==> src/rtl/dm_arbiter.sv <==
// dm_arbiter: shares one data-memory port between the core (port 0) and the host loader (port 1).
// Define DM_ARB_RR_EN for round-robin tie-break; otherwise the host wins ties.
module dm_arbiter #(
    parameter int ADDR_WIDTH = 16,
    parameter int DATA_WIDTH = 8,
    parameter int MAX_BURST  = 16
) (
    input  logic                  clk,
    input  logic                  rst,
    input  logic                  req0,
    input  logic                  req1,
    input  logic                  we0,
    input  logic                  we1,
    input  logic [ADDR_WIDTH-1:0] addr0,
    input  logic [ADDR_WIDTH-1:0] addr1,
    input  logic [DATA_WIDTH-1:0] wdata0,
    input  logic [DATA_WIDTH-1:0] wdata1,
    output logic                  gnt0,
    output logic                  gnt1,
    output logic                  rvalid0,
    output logic                  rvalid1,
    output logic [DATA_WIDTH-1:0] rdata,
    output logic [ADDR_WIDTH-1:0] mem_addr,
    output logic                  mem_wr,
    output logic [DATA_WIDTH-1:0] mem_wdata,
    input  logic [DATA_WIDTH-1:0] mem_rdata
);
    localparam int CW = $clog2(MAX_BURST + 1);
    localparam logic [CW-1:0] MAXC = CW'(MAX_BURST);
`ifdef DM_ARB_RR_EN
    localparam bit RR = 1'b1;
`else
    localparam bit RR = 1'b0;
`endif

    typedef enum logic [1:0] {IDLE, OWN0, OWN1} state_t;
    state_t state, next_state;
    logic [CW-1:0] cnt;
    logic last_owner, forced;
    logic acc0, acc1, acc, own_req, oth_req, limit, force_go, tie_pick;

    always_ff @(posedge clk or posedge rst) begin
        if (rst) state <= IDLE;
        else     state <= next_state;
    end

    // A forced handover leaves a one-cycle IDLE; forced makes the waiting port win the tie there
    always_comb begin
        acc0       = (state == OWN0) && req0;
        acc1       = (state == OWN1) && req1;
        acc        = acc0 || acc1;
        own_req    = (state == OWN1) ? req1 : req0;
        oth_req    = (state == OWN1) ? req0 : req1;
        limit      = (cnt == MAXC) || (acc && cnt == MAXC - 1'b1);
        force_go   = (state != IDLE) && own_req && oth_req && limit;
        tie_pick   = (RR || forced) ? ~last_owner : 1'b1;
        next_state = (state == IDLE) ? ((req0 && req1) ? (tie_pick ? OWN1 : OWN0) :
                                        req1 ? OWN1 : req0 ? OWN0 : IDLE) :
                     !own_req ? (oth_req ? ((state == OWN0) ? OWN1 : OWN0) : IDLE) :
                     force_go ? IDLE : state;
    end

    always_comb begin
        gnt0      = (state == OWN0);
        gnt1      = (state == OWN1);
        mem_wr    = acc0 ? we0 : acc1 ? we1 : 1'b0;
        mem_addr  = acc0 ? addr0 : acc1 ? addr1 : '0;
        mem_wdata = acc0 ? wdata0 : acc1 ? wdata1 : '0;
        rdata     = mem_rdata;
    end

    always_ff @(posedge clk or posedge rst) begin
        if (rst) begin
            cnt        <= '0;
            last_owner <= 1'b1;
            forced     <= 1'b0;
            rvalid0    <= 1'b0;
            rvalid1    <= 1'b0;
        end else begin
            cnt        <= (next_state != state) ? '0 : (acc && cnt != MAXC) ? cnt + 1'b1 : cnt;
            last_owner <= (state == OWN0) ? 1'b0 : (state == OWN1) ? 1'b1 : last_owner;
            forced     <= (state == IDLE) ? forced : force_go;
            rvalid0    <= acc0 && !we0;
            rvalid1    <= acc1 && !we1;
        end
    end
endmodule

==> config.mk <==
export PLATFORM = sky130hd
export DESIGN_NAME = dm_arbiter
export DESIGN_NICKNAME = d
export VERILOG_FILES = /design/src/rtl/dm_arbiter.sv
export SDC_FILE = /design/constraint.sdc
export NUM_CORES = 1
export LEC_CHECK = 0
export BUFFER_PORTS_ARGS = -buffer_cell sky130_fd_sc_hd__buf_2
export CORE_MARGIN = 1
export CORE_UTILIZATION = 40
export DETAILED_ROUTE_END_ITERATION = 6
export GPL_TIMING_DRIVEN = 0
export PLACE_DENSITY = 0.86
export SLEW_MARGIN = 20
export SYNTH_ARGS = -nofsm -noshare
export SYNTH_HDL_FRONTEND = slang
export SYNTH_SLANG_ARGS = --single-unit
==> constraint.sdc <==
create_clock -name clk -period 6.1 [get_ports clk]
set_clock_uncertainty 0.1 [all_clocks]
set_input_delay 0.915 -clock clk [delete_from_list [all_inputs] [get_ports clk]]
set_output_delay 0.915 -clock clk [all_outputs]
set_load 0.02 [all_outputs]
==> results.md <==
- Top post-synthesis cells by area: dfrtp_1 23%, a22o_1 20%, ha_1 6.9%
- Yosys top cell area share: 23.1%
- Synth top cells by count: 25 x a22o_1, 11 x nand2_1, 10 x dfrtp_1
- R2R Path Start: cnt[0]$_DFFE_PP0P_
- Ant. Diodes: 0
- Switching share of power: 50.6%
- Ys flop type: dfrtp_1
- Final net count: 286
- Setup WS pre-CTS: 2.46 ns
- Required @ worst endpoint: 5.08 ns
- Total die area: 2910 um^2
- Final cell count without fillers: 247
- Status: finished, final reports clean
- Pins Over Slew Limit: 0
- Post-synth ARST share: 100%
- CP endpoint kind: output port
- Vias in the first global route: 1056
- Top-count cell post-synth: a22o_1
- Fin Hold WS: 0.420 ns
- Initial Util: 42.9%
- Syn Area/Cell: 8.79 um^2
- RSZ-0062 raised after global routing: no
- Comb power frac: 71.9%
- CTS tree: done
- Net Switching: 0.288 mW
- PwrDens: 357 nW/um^2
- Layout area overhead: 47.6%
- First-pass DRT Iterations: 4
- TritonCTS Buffers: 3
- Worst Setup SP: req0
- Syn Nets: 191
- Post-synth EDFFs: 0
- Final Hold Vio Count: 0
- #FFs+latches synth: 11
- Initial antenna violation count: 0
- # DRC: 0
- Startpoint types: input port
- CTS Hold Bufs: 0
- Clk slew on worst S/H paths: 0.07 ns
- Period utilization: 59.2%
- Clock power frac: 9.0%
- Worst-skew pair later-pin latency: 0.28 ns
- Hold wc startpoint: last_owner$_DFFE_PP1P_
- Setup Buffers After CTS: 0
- Final WL: 3.09 mm
- Internal power: 0.281 mW
- Worst slew margin: 67.4%
- ANT nets after route: 0
- Number of DRC markers in iteration 0: 20
- Leakage power: 0.899 nW
- Hold crit path type: flip-flop to flip-flop
- Max-cap violations: 0
- Largest net degree at the start of global routing: 12
- Fin crit period: 3.61 ns
- IO Port Bufs: 90
- Yosys cell types: 40
- Sequential Power Share: 19.1%
- Resize count post-CTS: 0
- Die Y-Extent: 54.0 um
- Layout cells sized above 1: 53.5%
- DP HPWL: 2.55 mm
- Clock root buffer master: clkbuf_4
- # clock sinks: 11
- Register area share after synthesis: 25.6%
- H-tree lvl count: 1
- Setup TNS: 0 ns
- DR vias/cell: 5.33
- Slack of the critical path: 2.49 ns
- Via count: 1316
- # IOs: 99
- Die Wd: 54.0 um
- Worst Tran Pin Value: 0.487 ns
- Rows: 18
- GRT Total Usage: 20.4%
- Data arrival, critical path: 2.60 ns
- Final core utilization: 63.2%
- CP Class: input port to output port
- Fmax: 277 MHz
- Global route overflow: 0
- Post-synth top area cell: dfrtp_1
- Worst vdd ir: 0.000299 V
- Warnings, synthesis: 0
- CTS max path bufs: 2
- Routability congestion estimate: 0.832
- First-pass GRT wire length: 4.26 mm
- Placed Cells: 243
- Worst Path Max Fanout: 10
- DR WL/cell: 12.5 um
- Core outline area: 2520 um^2
- Post-synthesis cell area: 1080 um^2
- Post-Syn Instances: 123
- Setup-failing EPs final: 0
==> per-stage QoR <==
step	total power [mW]	cell area, um^2
floorplan	0.410	1080
global placement	0.515	1570
detailed placement	0.521	1570
CTS	0.573	1600
global route	0.617	1600
finish	0.570	1600
==> critical path, stage by stage <==
cell and delay [ns]:
buf_2 0.11, buf_2 0.16, and2_1 0.14, clkbuf_1 0.20, nor2_1 0.43, buf_2 0.30, a22o_1 0.16, buf_2 0.16
==> path summary, 6_finish.rpt <==
check	end	cells past startpoint	slack (ns)
min	last_owner$_DFFE_PP1P_	2	0.42
max	mem_wdata[6]	8	2.49
min reg2reg	last_owner$_DFFE_PP1P_	2	0.42
max reg2reg	cnt[4]$_DFFE_PP0P_	8	3.75
min in group asynchronous	state[0]$_DFF_PP0_	2	0.52
max in group asynchronous	last_owner$_DFFE_PP1P_	2	5.06
==> power by group through the flow <==
stage          clock [mW]  sequential [mW]  combinational, mW
2_1_floorplan           0            0.108              0.302
3_3_place_gp            0            0.109              0.406
3_5_place_dp            0            0.111              0.410
4_1_cts            0.0524            0.109              0.411
5_1_grt            0.0543            0.112              0.451
6_report           0.0512            0.109              0.409
==> cell type report <==
class / count / area (um^2)
timing repair buffer: 90 / 450
fill: 255 / 927
buffer: 16 / 103
sequential: 11 / 277
multi-input combinational: 89 / 676
tap: 30 / 37.5
clock buffer: 4 / 26.3
inverter: 7 / 26.3
==> cells by family after synthesis <==
family	Yosys count	synth area share (%)
AOI/OAI and AO/OA	46	36.5
adders and majority gates	6	6.94
DFF	11	25.6
and+or+nand+nor	35	17.5
buffers and inverters	23	11.9
xor gates and xnor gates	2	1.62
==> flip-flops by register name, indices dropped and copies added (netlist names) <==
| name | count |
|---|---|
| last_owner | 1 |
| rvalid0 | 1 |
| rvalid1 | 1 |
| state | 2 |
| cnt | 5 |
| forced | 1 |
==> placed cells by master (no fill, tap or decap), types with 2 or more instances in the layout <==
master | netlist | final
a21oi_1 | 8 | 8
a22o_1 | 25 | 25
and2_1 | 2 | 2
buf_2 | 3 | 93
buf_4 | 8 | 8
clkbuf_1 | 3 | 4
clkbuf_4 | 0 | 3
dfrtp_1 | 10 | 10
ha_1 | 6 | 6
inv_1 | 7 | 7
nand2_1 | 11 | 11
nand3_1 | 2 | 2
nor2_1 | 7 | 7
nor3_1 | 4 | 4
==> per-layer routing <==
layer | up-vias | share of wire, % | GRT usage [%]
li1 | 637 | - | -
met5 | - | 0 | 0
met1 | 617 | 38 | 22.8
met2 | 57 | 53 | 39.3
met3 | 5 | 8.7 | 4.24
met4 | 0 | 0.52 | 3.85
Power figures use the tool's default switching activity.
